`src/rtl/hazard_pkg.sv`:
```
// hazard_pkg: shared state encoding and constants for the pipeline hazard controller
package hazard_pkg;
  typedef enum logic {RUN = 1'b0, MEM_WAIT = 1'b1} state_t;
  localparam int DEF_MISS_TIMEOUT = 64;
  localparam logic [31:0] NOP_INSTR = 32'h0000_0000;
endpackage

```
`src/rtl/sat_counter.sv`:
```
// sat_counter: up-counter that holds at all-ones instead of wrapping
module sat_counter #(
  parameter int W = 8
) (
  input  logic         clk,
  input  logic         rst_n,
  input  logic         inc,
  output logic [W-1:0] q
);
  always_ff @(posedge clk)
    if (!rst_n) q <= '0;
    else if (inc && q != '1) q <= q + 1'b1;
endmodule

```
`src/rtl/hazard_stall_ctrl.sv`:
```
// hazard_stall_ctrl: load-use / cache-miss / taken-branch stall and flush control
module hazard_stall_ctrl
  import hazard_pkg::*;
#(
  parameter int MISS_TIMEOUT = DEF_MISS_TIMEOUT,
  parameter int CNT_W = 16
) (
  input  logic             clk,
  input  logic             rst_n,
  input  logic [4:0]       ID_Rs,
  input  logic [4:0]       ID_Rt,
  input  logic             EX_MemRead,
  input  logic [4:0]       EX_WR_out,
  input  logic             EX_Branch_taken,
  input  logic             M_MemAccess,
  input  logic             D_ready,
  output logic             PC_Write,
  output logic             IF_ID_Write,
  output logic             IF_ID_Flush,
  output logic             ID_EX_Write,
  output logic             ID_EX_Flush,
  output logic             EX_M_Write,
  output logic             M_WB_Flush,
  output logic             mem_wait,
  output logic [CNT_W-1:0] stall_cnt,
  output logic             err_timeout
);
  localparam int WAIT_W = ($clog2(MISS_TIMEOUT + 1) > 8) ? $clog2(MISS_TIMEOUT + 1) : 8;
  localparam logic [WAIT_W-1:0] TO_M1 = WAIT_W'(MISS_TIMEOUT - 1);
  state_t state_q, state_d;
  logic err_q, err_d;
  logic miss, load_use, freeze, branch, bubble, wait_inc;
  logic [WAIT_W-1:0] wait_q;
  assign miss = M_MemAccess && !D_ready;
  assign load_use = EX_MemRead && EX_WR_out != 5'd0 && (EX_WR_out == ID_Rs || EX_WR_out == ID_Rt);
  // in MEM_WAIT only D_ready releases; M_MemAccess is irrelevant there
  assign freeze = (state_q == MEM_WAIT) ? !D_ready : miss;
  assign branch = !freeze && EX_Branch_taken;
  assign bubble = !freeze && !EX_Branch_taken && load_use;
  assign wait_inc = state_q == MEM_WAIT && !D_ready;
  assign state_d = freeze ? MEM_WAIT : RUN;
  assign err_d = err_q || (MISS_TIMEOUT != 0 && wait_inc && wait_q >= TO_M1);
  assign err_timeout = err_q;
  always_comb begin
    PC_Write = rst_n && !freeze && !bubble;
    IF_ID_Write = rst_n && !freeze && !bubble;
    IF_ID_Flush = !rst_n || branch;
    ID_EX_Write = rst_n && !freeze;
    ID_EX_Flush = !rst_n || branch || bubble;
    EX_M_Write = rst_n && !freeze;
    M_WB_Flush = !rst_n || freeze;
    mem_wait = rst_n && wait_inc;
  end
  always_ff @(posedge clk)
    if (!rst_n) begin
      state_q <= RUN;
      err_q <= 1'b0;
    end else begin
      state_q <= state_d;
      err_q <= err_d;
    end
  sat_counter #(.W(CNT_W)) u_stall_cnt (
    .clk(clk), .rst_n(rst_n), .inc(freeze || bubble), .q(stall_cnt)
  );
  // held clear whenever the next state is RUN, so every miss starts from zero
  sat_counter #(.W(WAIT_W)) u_wait_cnt (
    .clk(clk), .rst_n(rst_n && freeze), .inc(wait_inc), .q(wait_q)
  );
endmodule

```
`config.mk`:
```
export PLATFORM = sky130hd
export DESIGN_NAME = hazard_stall_ctrl
export DESIGN_NICKNAME = d
export VERILOG_FILES = /design/src/rtl/hazard_pkg.sv /design/src/rtl/sat_counter.sv /design/src/rtl/hazard_stall_ctrl.sv
export SDC_FILE = /design/constraint.sdc
export NUM_CORES = 1
export LEC_CHECK = 0
export ABC_CLOCK_PERIOD_IN_PS = 2210
export CORE_UTILIZATION = 35
export DETAILED_ROUTE_END_ITERATION = 6
export SETUP_SLACK_MARGIN = 0.1
export SLEW_MARGIN = 20
export SYNTH_ARGS = -nofsm -noshare
export SYNTH_HDL_FRONTEND = slang
export SYNTH_HIERARCHICAL = 1
export SYNTH_SLANG_ARGS = --single-unit
```
`constraint.sdc`:
```
create_clock -name clk -period 2.21 [get_ports clk]
set_clock_uncertainty 0.05 [all_clocks]
set_input_delay 0.221 -clock clk [delete_from_list [all_inputs] [get_ports clk]]
set_output_delay 0.221 -clock clk [all_outputs]
set_load 0.02 [all_outputs]
```
# ---- Word level (Yosys, flattened, before mapping)
# Index checks and enable logic that the tools add are counted.
dict set report totals {
  reg_bits 26
  latch_bits 0
  ram_bits 0
  mem_bits_ro 0
  out_inout_bits 25
  memories 0
}
dict set report op_classes {
  addsub 2
  multipliers 0
  div 0
  n_lt_le_gt_ge 1
  eq_ne 4
  shift 0
  muxes 2
  bitwise 0
  reduce_logical 26
}
# operator count
set op_table {}
lappend op_table {{$add A16 B1 Y16 const B} 1}
lappend op_table {{$ne A16 B16 Y1 const B} 1}
lappend op_table {{$logic_and A1 B1 Y1} 14}
lappend op_table {{$eq A5 B5 Y1} 2}
lappend op_table {{$add A8 B1 Y8 const B} 1}
lappend op_table {{$ge A8 B6 Y1 const B} 1}
lappend op_table {{$ne A8 B8 Y1 const B} 1}
lappend op_table {{$logic_or A1 B1 Y1} 6}
lappend op_table {{$logic_not A1 Y1} 5}
lappend op_table {{$reduce_bool A5 Y1} 1}
lappend op_table {{$mux W1} 2}

# ---- Longest topological paths before layout
# Gate-level depths: netlist (run 1).
dict set report depth {
  depth_word 8
  mapped_depth 8
  ltp_nobuf 8
}

# ---- Hierarchy
# The synthesis (run 1) kept the hierarchy.
# module instances cells_each area_each_um2
set modules_own_cells {}
lappend modules_own_cells {{sat_counter (u_stall_cnt)} 1 97 837.1}
lappend modules_own_cells {{sat_counter (u_wait_cnt)} 1 47 404.1}
lappend modules_own_cells {hazard_stall_ctrl 1 42 304.0}

# ---- Worst setup path after synthesis (run 1)
# OpenSTA, ideal clock, no wires.
dict set report synth_path {
  path_type {reg2reg}
  start {reg state_q}
  end {reg u_stall_cnt.q[9]}
  setup_time_ps 71
  t_arrival_ps 1697
  required_ps 2089
  path_slack_ps 392
  stages_incl_launch_ff 7
  n_path_buf 0
  synth_period_minus_slack_ps 1818
  cell_sequence {dfxtp_1 > o21bai_2 > and4b_4 > a21bo_1 > nand2_1 > or4_1 > a21oi_1}
}
dict set report synth_via {
  elab_chain_len 6
}
# item line_no
set synth_rtl {}
lappend synth_rtl {{from (decl)} hazard_stall_ctrl.sv:30} ;# state_t state_q, state_d;
lappend synth_rtl {{from (signal assigned)} hazard_stall_ctrl.sv:59} ;# state_q <= state_d;
lappend synth_rtl {{$mux W1 (*)} hazard_stall_ctrl.sv:37} ;# assign freeze = (state_q == MEM_WAIT) ? !D_ready : miss;
lappend synth_rtl {{$logic_not A1 Y1} hazard_stall_ctrl.sv:39} ;# assign bubble = !freeze && !EX_Branch_taken && load_use;
lappend synth_rtl {{$logic_and A1 B1 Y1 (2 in a row)} hazard_stall_ctrl.sv:39}
lappend synth_rtl {{$logic_or A1 B1 Y1 (*)} hazard_stall_ctrl.sv:63} ;# .clk(clk), .rst_n(rst_n), .inc(freeze || bubble), .q(stall_cnt)
lappend synth_rtl {{$logic_and A1 B1 Y1 (*)} sat_counter.sv:12} ;# else if (inc && q != '1) q <= q + 1'b1;
lappend synth_rtl {{to (signal assigned)} sat_counter.sv:12}
lappend synth_rtl {{to (decl)} sat_counter.sv:8} ;# output logic [W-1:0] q
# Every way passes the cells marked *; elsewhere a longest branch is shown, timed or not.
# A chain may end at the register's enable or synchronous reset.

# ---- Worst setup path after layout (run 1)
dict set report layout_path {
  start {in ID_Rs[2]}
  end {reg u_stall_cnt.q[3]}
}
dict set report layout_via {
  elab_chain_len 6
}
# item line_no
set layout_rtl {}
lappend layout_rtl {{from (decl)} hazard_stall_ctrl.sv:10} ;# input logic [4:0] ID_Rs,
lappend layout_rtl {{$eq A5 B5 Y1} hazard_stall_ctrl.sv:35} ;# assign load_use = EX_MemRead && EX_WR_out != 5'd0 && (EX_WR_out == ID_Rs || EX_WR_out == ID_Rt);
lappend layout_rtl {{$logic_or A1 B1 Y1} hazard_stall_ctrl.sv:35}
lappend layout_rtl {{$logic_and A1 B1 Y1} hazard_stall_ctrl.sv:35}
lappend layout_rtl {{$logic_and A1 B1 Y1} hazard_stall_ctrl.sv:39}
lappend layout_rtl {{$logic_or A1 B1 Y1} hazard_stall_ctrl.sv:63}
lappend layout_rtl {{$logic_and A1 B1 Y1} sat_counter.sv:12}
# Every way passes these cells.

==> results.md, run 1 <==
* Max-slew violation count at 0
* Classification of the worst-slack hold path: reg2reg
* Pin slew with the least headroom to its limit at between 0.4 and 0.5 ns
* Data arrival time at the worst-slack endpoint at 2.17 ns
* Detailed-route DRC error count at 0
* Endpoint of the worst-slack reg-to-reg timing path: u_stall_cnt/q[3]
* Final ANT Viol Nets at 0
* CP Data Required Time at 2.35 ns
* Number of design-rule violations left by the first detailed-router iteration at 88
* Initial cell density of the core at 37.5%
* Core region area at 0.00412 sq mm
* Largest net degree at the start of global routing at 18
* Post-layout minimum cycle time at 2.02 ns
* Main area contributors after synthesis: sky130_fd_sc_hd__dfxtp_1 34%, sky130_fd_sc_hd__xnor2_1 6.2%, sky130_fd_sc_hd__nand2_1 5.6%
* Logic pwr share at 16.9%
* Detail-routed net length per standard cell at 12.3 microns
* Final hold slack at 0.443 ns
* IR drop worst, VDD at ~0.22 mV
* Count of cells along the worst register-to-register path at 7
* Timing startpoint of the critical path: ID_Rs[2]
* Cell internal pwr at 0.000676 W
* Final Core Density at 53.4%
* Total Die Area at 0.00468 sq mm
* Slack of the worst reg-to-reg path at 0.39 ns
* Layout overhead on the synthesized area at 42.1%
* Max-cap violations at 0
* Antenna violations before repair at 0
* Average instance area after synthesis at 8.31 sq um
* Clock input transition at the sequential cells of the worst setup and hold paths at 0.09 ns
* Most common cell after layout, fill and taps aside: sky130_fd_sc_hd__clkdlybuf4s50_1
* Number of primary I/O pins at 46
* Fraction of post-synthesis cell area in the top cell type by area at 33.7%
* Number of port buffers at between 40 and 50
* Unique masters post-synth at 48
* Max Buffers Root-to-Sink at 2
* Number of clock sinks at 26
* Horizontal die dimension at ~70 microns
* Post-Synthesis Cells at 186
* Number of flops mapped to enable cells by yosys at 0
* Category of the worst setup path capture point: flop
* Initial DRT Pass Iterations at 4
* Unrepaired setup endpoints after global routing: no
* Maximum fanout encountered on the critical timing path at 4
* Leakage power summed over all cells at 0.825 nW
* Library cell used as clock root buffer: sky130_fd_sc_hd__clkbuf_8
* Switching Power at about 0.00021 W
* Type of element launching the critical path: input pin
* Period utilisation layout at 91.6%
* Leading area contributor after synthesis: sky130_fd_sc_hd__dfxtp_1
* Fmax at 0.494 GHz
* Proportion of power drawn by the clock network at around 30%
* Number of global-route vias before repair at approximately 1400
* Cell area after technology mapping at between 0.0015 and 0.002 sq mm
* Type of the worst setup path: in2reg
* Primary FF master, synth: sky130_fd_sc_hd__dfxtp_1
* Register bit count reported by yosys at 26
* Post-DP HPWL at 2830 microns
* WL final at roughly 3600 microns
* Number of warnings reported in the yosys synthesis log at 6
* Highest-count cells in the layout ignoring fill and taps: 34 x sky130_fd_sc_hd__clkdlybuf4s50_1, 26 x sky130_fd_sc_hd__dfxtp_1, 22 x sky130_fd_sc_hd__nand2_1
* Filler cell count at 398
* Net count after synthesis at 209
* PwrDens at 404 mW/mm^2
* Switching power as a share of total power at 23.7%
* Final Wtd Congestion at roughly 0.8
* Number of buffers added by the clock tree synthesis step at 3
* Worst-Skew Late Latency at roughly 0.26 ns
* Share of cells above drive strength 1 at a little under an eighth
* Startpoint of the worst register-to-register path: state_q
* Number of post-CTS setup repair buffers at 0
* Final #Nets at 269
* Relative slew margins at between 70% and 80%
* Setup violation total in the final timing report at 0
* H-tree Lvls at 1
* Count of endpoints failing hold in the final timing report at 0
* CTS tree: yes
* FFs w/ async S/R, synth at 0%
* Capturing element of the worst setup path: u_stall_cnt/q[3]
* Storage cell area at approximately 520 sq um
* Overflow left after global routing at 0
* Core Rows at 23
* Result of the run: complete, no violations
* Sequential Power Share at 53.6%
* Inserted Diodes at 0
* Count of vias placed by the detailed router at 1550
* Area taken by multi-input logic gates at just under 0.001 sq mm
* Die H at about 68 microns
* Global-route usage over all layers at 16.5%
* Wire length of the first global-routing pass at approximately 5800 microns
* Detail-routed via count per cell at 5.27
* Sequential share of the synthesized area at 33.7%
==> through the flow <==
step / cell area, sq um / power, W / instances / TNS (ns) / setup WS, ns
3_5_place_dp: 2140 / 0.000643 / 291 / -1.79 / -0.181
4_1_cts: 2180 / 0.000907 / 294 / 0 / 0.0935
3_3_place_gp: 2140 / 0.000643 / 291 / -1.67 / -0.222
5_1_grt: 2200 / 0.000933 / 294 / 0 / 0.0996
6_report: 2200 / 0.000887 / 294 / 0 / 0.186
2_1_floorplan: 1550 / 0.000556 / 186 / 0 / 0.392
==> kinds of logic after synthesis <==
logic type                 synth area share [%]
and+or+nand+nor                            32.1
DFF                                        33.7
xor gates and xnor gates                   6.80
muxes                                      3.24
buffers and inverters                      3.97
adders and majority gates                  1.62
AOI/OAI and AO/OA                          18.6
==> sequential cells by signal (all words and copies together) (netlist names) <==
name           count
state_q            1
u_wait_cnt/q       8
u_stall_cnt/q     16
err_timeout        1
==> synthesized netlist by cell type (all sizes together), types with 2 or more instances <==
library cell and count:
and3 2, dfxtp 26, nor3 6, a211oi 2, nand3 10, inv 8
nor4 4, nor2 10, a21boi 2, or4 6, o31ai 5, or3 3
mux2i 5, ha 2, buf 4, nand2 23, nand2b 3, xnor2 11
o21bai 3, nand4 7, a21oi 16, o21ai 6, and4 5
==> layout make-up <==
type / count / area share [%]
clock buffers: 3 / 1.88
inverters: 8 / 1.37
multi-input cells: 147 / 44.0
flip-flops and latches: 26 / 23.7
well taps: 50 / 2.85
repair buffers: 60 / 26.2
==> worst max-delay path, stage by stage <==
cell and delay (ns):
sky130_fd_sc_hd__clkdlybuf4s50_1 0.47, sky130_fd_sc_hd__xnor2_1 0.12, sky130_fd_sc_hd__nand3_1 0.12, sky130_fd_sc_hd__o22ai_2 0.22
sky130_fd_sc_hd__a21bo_1 0.20, sky130_fd_sc_hd__buf_4 0.14, sky130_fd_sc_hd__inv_1 0.05, sky130_fd_sc_hd__or4_1 0.50
sky130_fd_sc_hd__a21oi_1 0.13
==> power by group through the flow <==
| stage | clock (W) | sequential [W] | combinational [W] |
|---|---|---|---|
| 6_report | 0.000262 | 0.000475 | 0.000150 |
| 5_1_grt | 0.000295 | 0.000476 | 0.000162 |
| 4_1_cts | 0.000279 | 0.000475 | 0.000153 |
| 3_5_place_dp | 0 | 0.000486 | 0.000157 |
| 3_3_place_gp | 0 | 0.000486 | 0.000156 |
| 2_1_floorplan | 0 | 0.000489 | 0.0000676 |
==> layer usage <==
layer / wire [microns] / track usage, % / vias up
li1: - / - / 813
met1: 1750 / 22.0 / 691
met2: 1600 / 25.7 / 44
met3: 232 / 4.00 / 2
met4: 34 / 5.47 / 0
met5: 0 / 0 / -
==> worst min path at each step <==
stage / start / to / slack [ns] / depth (start not counted)
5_1_grt: err_timeout / err_timeout / 0.50 / 2
6_report: err_timeout / err_timeout / 0.44 / 2
3_5_place_dp: err_timeout / err_timeout / 0.42 / 2
2_1_floorplan: rst_n / u_stall_cnt/q[10] / 0.30 / 1
3_3_place_gp: err_timeout / err_timeout / 0.41 / 2
4_1_cts: err_timeout / err_timeout / 0.45 / 2
==> repair_timing <==
item	CTS	global route
hold buffers	0	0
pin swaps	0	4
gates resized for setup	4	8
gates cloned	0	0
setup endpoints to repair	7	13
No activity file was read; power rests on OpenSTA's default activity.
==> run 2, diff against run 1 <==
--- a/config.mk
+++ b/config.mk
@@ -5,7 +5,8 @@
 export SDC_FILE = /design/constraint.sdc
 export NUM_CORES = 1
 export LEC_CHECK = 0
-export ABC_CLOCK_PERIOD_IN_PS = 2210
+export ABC_CLOCK_PERIOD_IN_PS = 2450
+export CAP_MARGIN = 20
 export CORE_UTILIZATION = 35
 export DETAILED_ROUTE_END_ITERATION = 6
 export SETUP_SLACK_MARGIN = 0.1
==> constraint.sdc (replaced) <==
create_clock -name clk -period 2.45 [get_ports clk]
set_clock_uncertainty 0.05 [all_clocks]
set_input_delay 0.245 -clock clk [delete_from_list [all_inputs] [get_ports clk]]
set_output_delay 0.245 -clock clk [all_outputs]
set_load 0.02 [all_outputs]
==> run 2 against run 1 <==
Effect of this change: cell area hardly changed; combinational power shrank 9%; core utilization about the same; register-to-register slack gained 0.13 ns; clock-buffer cell count is the same; worst hold slack got worse by 0.014 ns; sequential share of layout area hardly changed; wire length rose by 0.17%; cell count down 1.0%; setup slack better by 0.039 ns; clock power up 36%; largest cell class unchanged; largest power group unchanged; highest routed layer unchanged.
==> results.md, run 2 (synthesis gave the netlist of run 1 again) <==
* Result of the run: complete, no violations
* Endpoint of the worst-slack reg-to-reg timing path: u_stall_cnt/q[11]
* CTS tree: yes
* Logic pwr share at approximately 15%
* H-tree Lvls at 1
* Proportion of power drawn by the clock network at 38.7%
* Number of buffers and inverters on the critical path at 2
* Fmax at 0.449 GHz
* Sequential Power Share at 46.6%
* Top register by number of flip-flops: u_stall_cnt/q
* Final #Nets at 265
* Max FFs per register at 16
* Detail-routed via count per cell at 5.25
* Number of design-rule violations left by the first detailed-router iteration at 133
* Count of vias placed by the detailed router at 1529
* WL final at 3620 microns
* Cell internal pwr at 0.000720 W
* Horizontal die dimension at 68.4 microns
* Final Wtd Congestion at about 0.78
* Share of cells above drive strength 1 at 10.4%
* Max Buffers Root-to-Sink at 2
* Non-filler cells, final at 291
* Total Die Area at roughly 0.0047 sq mm
* Type of element launching the critical path: input pin
* Worst-Skew Late Latency at 0.27 ns
* Most common cell after layout, fill and taps aside: sky130_fd_sc_hd__clkdlybuf4s50_1
* IR drop worst, VDD at 0.300 mV
* Capturing element of the worst setup path: u_stall_cnt/q[11]
* Timing startpoint of the critical path: EX_WR_out[0]
* Stage delay of the slowest cell on the critical path at between 0.5 and 0.6 ns
* Antenna violations before repair at 0
* Switching power as a share of total power at a little over a fifth
* Initial cell density of the core at 37.5%
* Startpoint of the worst register-to-register path: state_q
* Count of cells along the worst register-to-register path at 7
* Highest-count cells in the layout ignoring fill and taps: 42 x sky130_fd_sc_hd__clkdlybuf4s50_1, 26 x sky130_fd_sc_hd__dfxtp_1, 23 x sky130_fd_sc_hd__nand2_1
* Classification of the worst-slack hold path: reg2reg
* Inserted Diodes at 0
* Category of the worst setup path capture point: flop
* Placed Instances at 287
* Wire length of the first global-routing pass at 5670 microns
* CP Data Required Time at between 2 and 3 ns
* Worst setup timing slack at the placement stage at -0.0925 ns
* Detailed-route DRC error count at 0
* Global-route usage over all layers at 16.0%
* Leakage power summed over all cells at 0.778 nW
* Period utilisation layout at slightly above 90%
* Number of gates on the worst path with buffers counted at 9
* Maximum fanout encountered on the critical timing path at 9
* Overflow left after global routing at 0
* Final Core Density at a little over half
* Detail-routed net length per standard cell at 12.4 microns
* Number of clock sinks at 26
* Number of port buffers at 45
* Max-cap violations at 0
* Number of global-route vias before repair at 1220
* Largest registers in the final layout: u_stall_cnt/q: 16 flops, u_wait_cnt/q: 8 flops
* Switching Power at 0.000201 W
* Post-layout minimum cycle time at 2.23 ns
* Kind of cell adding the most delay to the critical path: buffers and inverters
* Type of the worst setup path: in2reg
* Pin slew with the least headroom to its limit at 0.447 ns
* Worst-path cell with the longest stage delay: sky130_fd_sc_hd__clkdlybuf4s50_1
* Clock input transition at the sequential cells of the worst setup and hold paths at 0.10 ns
* Library cell used as clock root buffer: sky130_fd_sc_hd__clkbuf_8
* Unrepaired setup endpoints after global routing: yes
* Initial DRT Pass Iterations at 4
* Final ANT Viol Nets at 0
* Core Rows at 23
* Post-DP HPWL at around 2800 microns
* Largest net degree at the start of global routing at 18
* Setup violation total in the final timing report at 0
* Number of buffers added by the clock tree synthesis step at 3
* Die H at about 68 microns
* Filler cell count at 409
* Layout overhead on the synthesized area at 42.0%
* Slack of the critical path at 0.224 ns
* Number of primary I/O pins at 46
* PwrDens at between 400 and 500 mW/mm^2
* Relative slew margins at between 70% and 80%
* Setup Total Neg Slack at 0 ns
* Data arrival time at the worst-slack endpoint at 2.38 ns
* Total Power at 0.000921 W
* Slack of the worst reg-to-reg path at between 0.5 and 0.6 ns
* Worst hold path cell count at 2
* Core region area at a little over 0.004 sq mm
* Count of endpoints failing hold in the final timing report at 0
* Max-slew violation count at 0
* Crit-path cells: clkdlybuf4s50_1 -> xnor2_1 -> nand3_1 -> o22ai_2 -> a21bo_1 -> nand2_1 -> nor4bb_2 -> buf_4 -> mux2i_1
## run 2: changes by cell type in the layout (fill, tap and decap cells not counted), sizes merged
cell	change
buf	-4
bufinv	+1
clkdlybuf4s50	+8
dlymetal6s2s	-4
dlygate4sd2	-4
## run 2: what timing repair did
action	4_1_cts	5_1_grt
buffers inserted	0	0
hold buffers	0	0
endpoints found under the hold margin	0	0
gates resized for setup	0	4
setup endpoints to repair	0	4
## run 2: through the flow
step	instance area (sq um)	hold WS (ns)
CTS	2180	0.440
floorplan	1550	0.328
global placement	2110	0.415
finish	2190	0.428
global route	2190	0.457
detailed placement	2110	0.412
## run 2: final cells by class
cell class,instances,area (sq um),share of cell area (%)
clock buffers,3,41.3,1.88
clock inverters,1,30.0,1.37
inverters,8,30.0,1.37
multi-input cells,147,970,44.2
flip-flops and latches,26,520,23.7
well taps,50,62.6,2.85
repair buffers,56,541,24.6
## run 2: power by group through the flow
stage               clock, W  combinational (W)  sequential, W
floorplan                  0          0.0000610       0.000441
global placement           0           0.000137       0.000439
detailed placement         0           0.000137       0.000439
CTS                 0.000370           0.000138       0.000429
global route        0.000386           0.000147       0.000430
finish              0.000357           0.000136       0.000429
## run 2: worst min path at each step
stage	start	to	slack, ns
after floorplan	rst_n	u_stall_cnt/q[10]	0.33
after global placement	err_timeout	err_timeout	0.42
after detailed placement	err_timeout	err_timeout	0.41
after CTS	err_timeout	err_timeout	0.44
after global routing	err_timeout	err_timeout	0.46
final	err_timeout	err_timeout	0.43
## run 2: layer usage
| metal | GRT usage, % | vias up | wire length [microns] |
|---|---|---|---|
| met4 | 4.17 | 0 | 34 |
| met5 | 0 | - | 0 |
| met3 | 4.33 | 2 | 219 |
| met1 | 23.7 | 683 | 1840 |
| met2 | 22.4 | 44 | 1520 |
| li1 | - | 800 | - |
## run 2: worst reg2reg max path: cells and delay by family, from the launching register on
family,cells,cell delay (ns)
AO/OA/AOI/OAI,2,0.33
buffers and inverters,1,0.17
flip-flops,1,0.32
multiplexers,1,0.16
AND/OR/NAND/NOR,3,0.84
